===== src/rtl/pipe_hazard_ctrl_pkg.sv =====
// rtl/pipe_hazard_ctrl_pkg.sv - shared types and helpers for the pipeline hazard controller
package pipe_hazard_ctrl_pkg;

  localparam int REG_IDX_W = 5;

  // Operand / store-data source select
  typedef enum logic [1:0] {
    FWD_RF  = 2'b00,
    FWD_WB  = 2'b01,
    FWD_MEM = 2'b10
  } fwd_sel_e;

  // Controller state: normal sequencing, or whole-pipe hold on a slow data access
  typedef enum logic {
    RUN    = 1'b0,
    FREEZE = 1'b1
  } ctrl_state_e;

  // A writing stage targets this source register; x0 never matches
  function automatic logic src_match(input logic wr,
                                     input logic [REG_IDX_W-1:0] rd,
                                     input logic [REG_IDX_W-1:0] src);
    return wr && (rd != '0) && (rd == src);
  endfunction

endpackage


===== src/rtl/pipe_hazard_ctrl_if.sv =====
// rtl/pipe_hazard_ctrl_if.sv - datapath-side signal bundle of the hazard controller
interface pipe_hazard_ctrl_if #(
  parameter int CNT_W = 32
);
  import pipe_hazard_ctrl_pkg::*;

  // Stage information from the datapath
  logic [REG_IDX_W-1:0] rs1_id;
  logic [REG_IDX_W-1:0] rs2_id;
  logic                 rs1_used_id;
  logic                 rs2_used_id;
  logic [REG_IDX_W-1:0] rd_ex;
  logic [REG_IDX_W-1:0] rd_mem;
  logic [REG_IDX_W-1:0] rd_wb;
  logic                 wr_ex;
  logic                 wr_mem;
  logic                 wr_wb;
  logic                 load_ex;
  logic                 branch_taken_ex;
  logic                 dmem_req;
  logic                 dmem_ready;

  // Sequencing controls back to the datapath
  logic                 stall_pc;
  logic                 stall_ifid;
  logic                 flush_ifid;
  logic                 flush_idex;
  logic                 freeze;
  fwd_sel_e             fwd_a;
  fwd_sel_e             fwd_b;
  fwd_sel_e             fwd_sd;
  logic                 mem_timeout;
  logic [CNT_W-1:0]     stall_cnt;
  logic [CNT_W-1:0]     flush_cnt;

  // Datapath side
  modport master (
    output rs1_id, rs2_id, rs1_used_id, rs2_used_id,
    output rd_ex, rd_mem, rd_wb, wr_ex, wr_mem, wr_wb,
    output load_ex, branch_taken_ex, dmem_req, dmem_ready,
    input  stall_pc, stall_ifid, flush_ifid, flush_idex, freeze,
    input  fwd_a, fwd_b, fwd_sd, mem_timeout, stall_cnt, flush_cnt
  );

  // Controller side
  modport slave (
    input  rs1_id, rs2_id, rs1_used_id, rs2_used_id,
    input  rd_ex, rd_mem, rd_wb, wr_ex, wr_mem, wr_wb,
    input  load_ex, branch_taken_ex, dmem_req, dmem_ready,
    output stall_pc, stall_ifid, flush_ifid, flush_idex, freeze,
    output fwd_a, fwd_b, fwd_sd, mem_timeout, stall_cnt, flush_cnt
  );

endinterface


===== src/rtl/pipe_hazard_ctrl_fwd_unit.sv =====
// rtl/pipe_hazard_ctrl_fwd_unit.sv - forwarding comparator for one source operand
module fwd_unit
  import pipe_hazard_ctrl_pkg::*;
(
  input  logic [REG_IDX_W-1:0] src,
  input  logic                 wr_mem,
  input  logic [REG_IDX_W-1:0] rd_mem,
  input  logic                 wr_wb,
  input  logic [REG_IDX_W-1:0] rd_wb,
  output fwd_sel_e             sel
);

  // The younger EX-MEM result wins over the older MEM-WB result
  always_comb begin
    sel = FWD_RF;
    if (src_match(wr_mem, rd_mem, src)) begin
      sel = FWD_MEM;
    end else if (src_match(wr_wb, rd_wb, src)) begin
      sel = FWD_WB;
    end
  end

endmodule


===== src/rtl/pipe_hazard_ctrl.sv =====
// rtl/pipe_hazard_ctrl.sv - stall/flush/freeze sequencing and forwarding for the 5-stage core
module pipe_hazard_ctrl
  import pipe_hazard_ctrl_pkg::*;
#(
  parameter int TIMEOUT = 64,
  parameter int CNT_W   = 32
) (
  input  logic               clk,
  input  logic               rst,
  pipe_hazard_ctrl_if.slave  bus
);

  localparam int WAIT_W = $clog2(TIMEOUT + 1);

  ctrl_state_e      state;
  logic [WAIT_W-1:0] wait_cnt;
  logic [CNT_W-1:0]  stall_cnt_q;
  logic [CNT_W-1:0]  flush_cnt_q;

  logic     load_use;
  logic     freeze_raw;
  logic     timeout_raw;
  logic     stall_raw;
  logic     flush_if_raw;
  logic     flush_id_raw;
  fwd_sel_e fwd_a_raw;
  fwd_sel_e fwd_b_raw;
  fwd_sel_e fwd_sd_raw;

  // Hazard decode; priority is freeze, then branch flush, then load-use
  always_comb begin
    load_use     = (src_match(bus.load_ex & bus.wr_ex, bus.rd_ex, bus.rs1_id) & bus.rs1_used_id)
                 | (src_match(bus.load_ex & bus.wr_ex, bus.rd_ex, bus.rs2_id) & bus.rs2_used_id);
    // In FREEZE a ready response falls back to the RUN rules, where it cannot freeze
    freeze_raw   = !bus.dmem_ready && ((state == FREEZE) || bus.dmem_req);
    timeout_raw  = (state == FREEZE) && !bus.dmem_ready && (wait_cnt == WAIT_W'(TIMEOUT - 1));
    stall_raw    = freeze_raw | (!bus.branch_taken_ex & load_use);
    flush_if_raw = !freeze_raw & bus.branch_taken_ex;
    flush_id_raw = !freeze_raw & (bus.branch_taken_ex | load_use);
  end

  fwd_unit u_fwd_a (
    .src    (bus.rs1_id),
    .wr_mem (bus.wr_mem),
    .rd_mem (bus.rd_mem),
    .wr_wb  (bus.wr_wb),
    .rd_wb  (bus.rd_wb),
    .sel    (fwd_a_raw)
  );

  fwd_unit u_fwd_b (
    .src    (bus.rs2_id),
    .wr_mem (bus.wr_mem),
    .rd_mem (bus.rd_mem),
    .wr_wb  (bus.wr_wb),
    .rd_wb  (bus.rd_wb),
    .sel    (fwd_b_raw)
  );

  fwd_unit u_fwd_sd (
    .src    (bus.rs2_id),
    .wr_mem (bus.wr_mem),
    .rd_mem (bus.rd_mem),
    .wr_wb  (bus.wr_wb),
    .rd_wb  (bus.rd_wb),
    .sel    (fwd_sd_raw)
  );

  // While reset is held every decoded control reads as idle, whatever the inputs say
  assign bus.stall_pc    = rst & stall_raw;
  assign bus.stall_ifid  = rst & stall_raw;
  assign bus.flush_ifid  = rst & flush_if_raw;
  assign bus.flush_idex  = rst & flush_id_raw;
  assign bus.freeze      = rst & freeze_raw;
  assign bus.mem_timeout = rst & timeout_raw;
  assign bus.fwd_a       = rst ? fwd_a_raw  : FWD_RF;
  assign bus.fwd_b       = rst ? fwd_b_raw  : FWD_RF;
  assign bus.fwd_sd      = rst ? fwd_sd_raw : FWD_RF;
  assign bus.stall_cnt   = stall_cnt_q;
  assign bus.flush_cnt   = flush_cnt_q;

  // Freeze FSM with watchdog; wait_cnt counts freeze cycles already spent
  always_ff @(posedge clk or negedge rst) begin
    if (!rst) begin
      state    <= RUN;
      wait_cnt <= '0;
    end else begin
      case (state)
        RUN: begin
          if (bus.dmem_req && !bus.dmem_ready) begin
            state    <= FREEZE;
            wait_cnt <= WAIT_W'(1);
          end
        end
        FREEZE: begin
          if (bus.dmem_ready) begin
            state    <= RUN;
            wait_cnt <= '0;
          end else if (timeout_raw) begin
            state    <= RUN;
            wait_cnt <= '0;
          end else begin
            wait_cnt <= wait_cnt + WAIT_W'(1);
          end
        end
        default: begin
          state    <= RUN;
          wait_cnt <= '0;
        end
      endcase
    end
  end

  // Saturating count of cycles with the PC held
  always_ff @(posedge clk or negedge rst) begin
    if (!rst) begin
      stall_cnt_q <= '0;
    end else if (stall_raw && (stall_cnt_q != '1)) begin
      stall_cnt_q <= stall_cnt_q + CNT_W'(1);
    end
  end

  // Saturating count of cycles that inject a bubble
  always_ff @(posedge clk or negedge rst) begin
    if (!rst) begin
      flush_cnt_q <= '0;
    end else if ((flush_if_raw || flush_id_raw) && (flush_cnt_q != '1)) begin
      flush_cnt_q <= flush_cnt_q + CNT_W'(1);
    end
  end

endmodule


===== src/flat_wrapper.sv =====
// flat-port wrapper written by rule: the top's interface ports become plain ports
module pipe_hazard_ctrl_flat import pipe_hazard_ctrl_pkg::*;
#(
  parameter int TIMEOUT = 64,
  parameter int CNT_W   = 32
)
  (clk, rst, bus_rs1_id, bus_rs2_id, bus_rs1_used_id, bus_rs2_used_id, bus_rd_ex, bus_rd_mem, bus_rd_wb, bus_wr_ex, bus_wr_mem, bus_wr_wb, bus_load_ex, bus_branch_taken_ex, bus_dmem_req, bus_dmem_ready, bus_stall_pc, bus_stall_ifid, bus_flush_ifid, bus_flush_idex, bus_freeze, bus_fwd_a, bus_fwd_b, bus_fwd_sd, bus_mem_timeout, bus_stall_cnt, bus_flush_cnt);
  pipe_hazard_ctrl_if #(.CNT_W(CNT_W)) bus_i ();
  input  logic clk;
  input  logic rst;
  input wire logic [$bits(bus_i.rs1_id)-1:0] bus_rs1_id;
  input wire logic [$bits(bus_i.rs2_id)-1:0] bus_rs2_id;
  input wire logic [$bits(bus_i.rs1_used_id)-1:0] bus_rs1_used_id;
  input wire logic [$bits(bus_i.rs2_used_id)-1:0] bus_rs2_used_id;
  input wire logic [$bits(bus_i.rd_ex)-1:0] bus_rd_ex;
  input wire logic [$bits(bus_i.rd_mem)-1:0] bus_rd_mem;
  input wire logic [$bits(bus_i.rd_wb)-1:0] bus_rd_wb;
  input wire logic [$bits(bus_i.wr_ex)-1:0] bus_wr_ex;
  input wire logic [$bits(bus_i.wr_mem)-1:0] bus_wr_mem;
  input wire logic [$bits(bus_i.wr_wb)-1:0] bus_wr_wb;
  input wire logic [$bits(bus_i.load_ex)-1:0] bus_load_ex;
  input wire logic [$bits(bus_i.branch_taken_ex)-1:0] bus_branch_taken_ex;
  input wire logic [$bits(bus_i.dmem_req)-1:0] bus_dmem_req;
  input wire logic [$bits(bus_i.dmem_ready)-1:0] bus_dmem_ready;
  output wire logic [$bits(bus_i.stall_pc)-1:0] bus_stall_pc;
  output wire logic [$bits(bus_i.stall_ifid)-1:0] bus_stall_ifid;
  output wire logic [$bits(bus_i.flush_ifid)-1:0] bus_flush_ifid;
  output wire logic [$bits(bus_i.flush_idex)-1:0] bus_flush_idex;
  output wire logic [$bits(bus_i.freeze)-1:0] bus_freeze;
  output wire logic [$bits(bus_i.fwd_a)-1:0] bus_fwd_a;
  output wire logic [$bits(bus_i.fwd_b)-1:0] bus_fwd_b;
  output wire logic [$bits(bus_i.fwd_sd)-1:0] bus_fwd_sd;
  output wire logic [$bits(bus_i.mem_timeout)-1:0] bus_mem_timeout;
  output wire logic [$bits(bus_i.stall_cnt)-1:0] bus_stall_cnt;
  output wire logic [$bits(bus_i.flush_cnt)-1:0] bus_flush_cnt;
  assign bus_i.rs1_id = bus_rs1_id;
  assign bus_i.rs2_id = bus_rs2_id;
  assign bus_i.rs1_used_id = bus_rs1_used_id;
  assign bus_i.rs2_used_id = bus_rs2_used_id;
  assign bus_i.rd_ex = bus_rd_ex;
  assign bus_i.rd_mem = bus_rd_mem;
  assign bus_i.rd_wb = bus_rd_wb;
  assign bus_i.wr_ex = bus_wr_ex;
  assign bus_i.wr_mem = bus_wr_mem;
  assign bus_i.wr_wb = bus_wr_wb;
  assign bus_i.load_ex = bus_load_ex;
  assign bus_i.branch_taken_ex = bus_branch_taken_ex;
  assign bus_i.dmem_req = bus_dmem_req;
  assign bus_i.dmem_ready = bus_dmem_ready;
  assign bus_stall_pc = bus_i.stall_pc;
  assign bus_stall_ifid = bus_i.stall_ifid;
  assign bus_flush_ifid = bus_i.flush_ifid;
  assign bus_flush_idex = bus_i.flush_idex;
  assign bus_freeze = bus_i.freeze;
  assign bus_fwd_a = bus_i.fwd_a;
  assign bus_fwd_b = bus_i.fwd_b;
  assign bus_fwd_sd = bus_i.fwd_sd;
  assign bus_mem_timeout = bus_i.mem_timeout;
  assign bus_stall_cnt = bus_i.stall_cnt;
  assign bus_flush_cnt = bus_i.flush_cnt;
  pipe_hazard_ctrl #(.TIMEOUT(TIMEOUT), .CNT_W(CNT_W)) u_core (.clk(clk), .rst(rst), .bus(bus_i));
endmodule

===== config.mk =====
export PLATFORM = sky130hd
export DESIGN_NAME = pipe_hazard_ctrl_flat
export DESIGN_NICKNAME = d
export VERILOG_FILES = /design/src/rtl/pipe_hazard_ctrl_pkg.sv /design/src/rtl/pipe_hazard_ctrl_if.sv /design/src/rtl/pipe_hazard_ctrl_fwd_unit.sv /design/src/rtl/pipe_hazard_ctrl.sv /design/src/flat_wrapper.sv
export SDC_FILE = /design/constraint.sdc
export NUM_CORES = 1
export LEC_CHECK = 0
export BUFFER_PORTS_ARGS = -buffer_cell sky130_fd_sc_hd__buf_2
export CORE_ASPECT_RATIO = 2
export CORE_MARGIN = 3
export CORE_UTILIZATION = 50
export DETAILED_ROUTE_END_ITERATION = 8
export GPL_TIMING_DRIVEN = 0
export PLACE_DENSITY_LB_ADDON = 0.25
export RECOVER_POWER = 50
export SLEW_MARGIN = 25
export SYNTH_ARGS = -nofsm -noshare
export SYNTH_HDL_FRONTEND = slang
export SYNTH_HIERARCHICAL = 1
export SYNTH_SLANG_ARGS = --single-unit

===== constraint.sdc =====
create_clock -name clk -period 3.1 [get_ports clk]
set_clock_uncertainty 0.15 [all_clocks]
set_input_delay 0.31 -clock clk [delete_from_list [all_inputs] [get_ports clk]]
set_output_delay 0.31 -clock clk [all_outputs]
set_load 0.05 [all_outputs]

# Word-level counts from Yosys, hierarchy flattened
# Index checks and enable logic that the tools add are counted.
op_classes:
  div_mod_pow: 0
  n_reduce_logical: 23
  bitwise_logic: 15
  add_sub_neg: 3
  mul: 0
  order_cmp: 0
  eq_ne: 10
  mux: 14
  shift: 0
op_table:
  columns: ["cell", "count"]
  rows:
  - ["$add A32 B1 Y32 const B", 2]
  - ["$ne A32 B32 Y1 const B", 2]
  - ["$eq A5 B5 Y1", 6]
  - ["$mux W7", 3]
  - ["$logic_and A1 B1 Y1", 15]
  - ["$reduce_bool A5 Y1", 3]
  - ["$pmux W7 S2", 1]
  - ["$and A1 B1 Y1", 11]
  - ["$mux W2", 4]
  - ["$add A7 B1 Y7 const B", 1]
  - ["$eq A7 B6 Y1 const B", 1]
  - ["$mux W1", 5]
  - ["$logic_not A1 Y1", 3]
  - ["$or A1 B1 Y1", 3]
  - ["$logic_or A1 B1 Y1", 2]
  - ["$ne A2 B1 Y1 const B", 1]
  - ["$pmux W1 S2", 1]
  - ["$not A1 Y1", 1]
totals:
  reg_bits: 72
  rom_bits: 0
  ram_bits: 0
  memories: 0
  inputBits: 36
  word_cells: 69
  output_inout_bits: 76
  latchBits: 0

# Depth between registers and ports, before layout
depth:
  depth_word: 9
  mapped_depth: 8
  ltp_nobuf: 7

# Modules after synthesis
# The synthesis kept the hierarchy.
by_module_without_submodules:
  columns: ["module", "seq_area_each_um2", "instances", "cells_each", "area_per_inst_um2"]
  rows:
  - ["pipe_hazard_ctrl", 1801.7, 1, 371, 3769.9]
  - ["fwd_unit", 0.0, 3, 20, 151.4]

# Worst setup path before layout
# Ideal clock, no wire load.
synth_timing:
  path_kind: "register -> output"
  startpoint: "register u_core.wait_cnt[0]"
  endpoint: "output bus_mem_timeout"
  arrival_time_ps: 2364
  n_path_buf: 0
  stages_incl_launch_ff: 5
  path_slack_ps: 276
  required_ps: 2640
  cell_sequence: "dfrtp_1 -> ha_1 -> and3_1 -> nand3_1 -> nor4_1"
synth_via:
  elab_chain_cells: 3
synth_rtl:
  columns: ["item", "line_no", "source"]
  rows:
  - ["from (decl)", "pipe_hazard_ctrl.sv:16", "logic [WAIT_W-1:0] wait_cnt;"]
  - ["from (signal assigned)", "pipe_hazard_ctrl.sv:103", "wait_cnt <= wait_cnt + WAIT_W'(1);"]
  - ["$eq A7 B6 Y1", "pipe_hazard_ctrl.sv:36", "timeout_raw = (state == FREEZE) && !bus.dmem_ready && (wait_cnt == WAIT_W'(TIMEOUT - 1));"]
  - ["$logic_and A1 B1 Y1", "pipe_hazard_ctrl.sv:36", null]
  - ["$and A1 B1 Y1", "pipe_hazard_ctrl.sv:75", "assign bus.mem_timeout = rst & timeout_raw;"]
  - ["to (decl)", "flat_wrapper.sv:33", "output wire logic [$bits(bus_i.mem_timeout)-1:0] bus_mem_timeout;"]
# Every way passes these cells.

# Worst setup path after layout
layout_timing:
  startpoint: "input bus_rs2_id[3]"
  endpoint: "output bus_stall_pc"
layout_via:
  elab_chain_cells: 7
layout_rtl:
  columns: ["item", "line_no", "source"]
  rows:
  - ["from (decl)", "flat_wrapper.sv:12", "input wire logic [$bits(bus_i.rs2_id)-1:0] bus_rs2_id;"]
  - ["$eq A5 B5 Y1", "pipe_hazard_ctrl_pkg.sv:23", "return wr && (rd != '0) && (rd == src);"]
  - ["$logic_and A1 B1 Y1", "pipe_hazard_ctrl_pkg.sv:23", null]
  - ["$and A1 B1 Y1", "pipe_hazard_ctrl.sv:33", "| (src_match(bus.load_ex & bus.wr_ex, bus.rd_ex, bus.rs2_id) & bus.rs2_used_id);"]
  - ["$or A1 B1 Y1", "pipe_hazard_ctrl.sv:33", null]
  - ["$and A1 B1 Y1", "pipe_hazard_ctrl.sv:37", "stall_raw = freeze_raw | (!bus.branch_taken_ex & load_use);"]
  - ["$or A1 B1 Y1", "pipe_hazard_ctrl.sv:37", null]
  - ["$and A1 B1 Y1", "pipe_hazard_ctrl.sv:70", "assign bus.stall_pc = rst & stall_raw;"]
  - ["to (decl)", "flat_wrapper.sv:25", "output wire logic [$bits(bus_i.stall_pc)-1:0] bus_stall_pc;"]
# Every way passes these cells.

==> impl_metrics.toml <==
[placed_design]
placed_area_sq_um = 4922
dp.cells = 639
gp_congestion = 0.8721
port_buffers = 111
dp_hpwl_mm = 8.351

[synth]
syn_area_sq_um = 4224
avgSynthCellArea_sq_um = 9.801
ys_seq_elements = 72
synth_warnings = 6
synthDistinctLibCells = 46
synth_edf_count = 0
syn_inst = 431
async_flop_share = 1.000
synth_nets = 470
synth-seq-area-share = 0.4265
ys.flop_type = "dfrtp_1"

[timing]
period_share = 0.8908
rsz0062_at_grt = "no"
drv_slew = 0
slew_headroom = 0.5920
worst_slew_pin_slew_ns = 0.6146
fmaxAchievable_mhz = 362.1
hold_viol = 0
setup_viol = 0
finalCriticalPeriod_ns = 2.762
finalSetupTns_ns = 0

[floorplan]
initial_core_util = 0.5242
fp.coreArea_sq_um = 8058
die_h_um = 136.0
die-area_sq_um = 9654
fp.dieW_um = 70.99
ios = 112
rows = 46

[clock_tree]
cts-resized-gates = 0
cts_root_buf = "clkbuf_16"
path_clk_slew_ns = 0.06
cts-buffers-inserted = 9
clock_sink_count = 72
clkLatencyLatePin_ns = 0.33
clock_tree.buffer_depth = 2
cts_htree_levels = 3
cts_tree = "built"

[cells_and_area]
final_nets = 594
regArea_sq_um = 1802
final_cells = 656
syn2layout_area_growth_pct = 22.36
diodes = 0
multi_input_comb_area_sq_um = 2355
final_area_sq_um = 5169
fillers = 699
drive_above_1_share = 0.2143

[global_route]
grt_max_degree = 46
grt_pass1_wl_mm = 17.68
first_global_vias = 3763
antenna_found_initial = 0
grt_use_total = 0.2284
grt-ovfl-total = 0

[job]
drv_cap = 0

[critical_path]
reg2reg_slack_ns = 0.71
crit_path_start_kind = "input pin"
critPathRequiredTime_ns = 2.64
crit_arrival_ns = 2.30
criticalPathCategory = "in -> out"
setup.worst_path.end_class = "output pin"
crit_fanout = 10

[hold_path]
hp-class = "in -> reg"

[drt]
drtIter0Drc = 214
drc_errors = 0
ant_nets = 0
drt_first_pass_iters = 4
routed_wirelength_mm = 11.03
drt-vias-per-instance = 5.718
wire_per_inst_um = 16.82
vias = 3751

[power_and_ir_drop]
total_power_mw = 2.754
max-vdd-ir-drop_mv = 0.6394
power.density_nw_per_um2 = 532.8
leakage_nw = 2.349

[outcome]
status = "finished clean"
## cell usage after synthesis, drive strengths merged (4+ instances only)
library cell / n / area share
and2: 13 / 0.020
xor2: 28 / 0.058
nor2b: 5 / 0.0074
nor4: 10 / 0.018
a21oi: 5 / 0.0059
o21ai: 7 / 0.0083
nand3: 40 / 0.049
nand2: 31 / 0.028
inv: 4 / 0.0036
and4: 4 / 0.0083
dfrtp: 72 / 0.43
nor2: 32 / 0.028
buf: 7 / 0.012
and3: 18 / 0.027
nor3: 24 / 0.034
xnor2: 70 / 0.15
nand4: 32 / 0.047
## critical path, stage by stage
cell	delay [ns]
buf_2	0.20
xnor2_1	0.14
nand4_1	0.15
o22a_1	0.30
o31ai_2	0.36
buf_2	0.32
and2_1	0.18
buf_4	0.10
buf_2	0.24
## cell type report
class                      count  share of cell area
multi-input combinational    347              0.4556
sequential                    72              0.3486
timing repair buffer         113              0.1051
clock buffer                  10             0.04624
tap                           96             0.02324
buffer                         8             0.01017
clock inverter                 6            0.008230
inverter                       4            0.002905
## cell families after synthesis
family,Yosys count,synth area share
AND/OR/NAND/NOR,217,0.2814
XOR/XNOR,98,0.2032
flip-flops,72,0.4265
AO/OA/AOI/OAI,27,0.05865
buffers and inverters,12,0.01599
adder cells (fa/ha/maj),3,0.008887
multiplexers,2,0.005331
## through the flow
stage          hold slack [ns]  worst slack [ns]  utilization
2_1_floorplan          -0.1356            0.2760            -
3_3_place_gp            0.3206            0.2241       0.6081
3_5_place_dp            0.1505            0.3664       0.6109
4_1_cts                 0.1956            0.3537       0.6471
5_1_grt                 0.2543            0.1931       0.6415
6_report                0.1988            0.3384       0.6415
## per-layer routing
metal / GRT usage / share of wire / vias up
met5: 0 / 0 / -
met4: 0.09937 / 0.031 / 0
met3: 0.03775 / 0.049 / 26
met2: 0.4338 / 0.56 / 138
met1: 0.2402 / 0.36 / 1798
li1: - / - / 1789
## sequential cells by signal, indices dropped and copies added, names as in the netlist
register              flops
u_core/state              1
u_core/bus.stall_cnt     32
u_core/bus.flush_cnt     32
u_core/wait_cnt           7
## final timing paths
path	to	cells past startpoint	start
max	bus_stall_pc	9	bus_rs2_id[3]
min	u_core/wait_cnt[4]$_DFFE_PN0P_	4	bus_dmem_ready
max reg2reg	u_core/bus.flush_cnt[1]$_DFFE_PN0P_	6	u_core/bus.flush_cnt[6]$_DFFE_PN0P_
min reg2reg	u_core/bus.stall_cnt[5]$_DFFE_PN0P_	1	u_core/bus.stall_cnt[5]$_DFFE_PN0P_
max in group asynchronous	u_core/bus.flush_cnt[25]$_DFFE_PN0P_	3	rst
min in group asynchronous	u_core/wait_cnt[6]$_DFFE_PN0P_	2	rst
## repair_timing
item                                   in CTS  in global routing
endpoints found under the hold margin      30                  0
hold buffers                                1                  0
buffers inserted                            0                  0
## cells in the final DEF, fill, tap and decap left out, types with 2 or more instances in the layout
cell type,count
buf_2,77
dfrtp_1,72
xnor2_1,70
nand3_1,39
clkbuf_1,37
nand4_1,32
nor2_1,32
nand2_1,31
xor2_1,28
nor3_1,19
and3_1,18
and2_1,12
clkbuf_16,9
nor4_1,9
o21ai_0,6
a21oi_1,5
nor3_2,5
nor2b_1,5
buf_4,4
inv_1,4
and4_1,4
ha_1,3
o41ai_2,3
a211oi_2,3
clkinv_2,2
clkinvlp_4,2
mux2_2,2
## power by group
group	switching [mW]	internal (mW)
sequential	0.0989	1.01
clock	0.406	0.564
combinational	0.481	0.189
No activity file was read; power rests on OpenSTA's default activity.
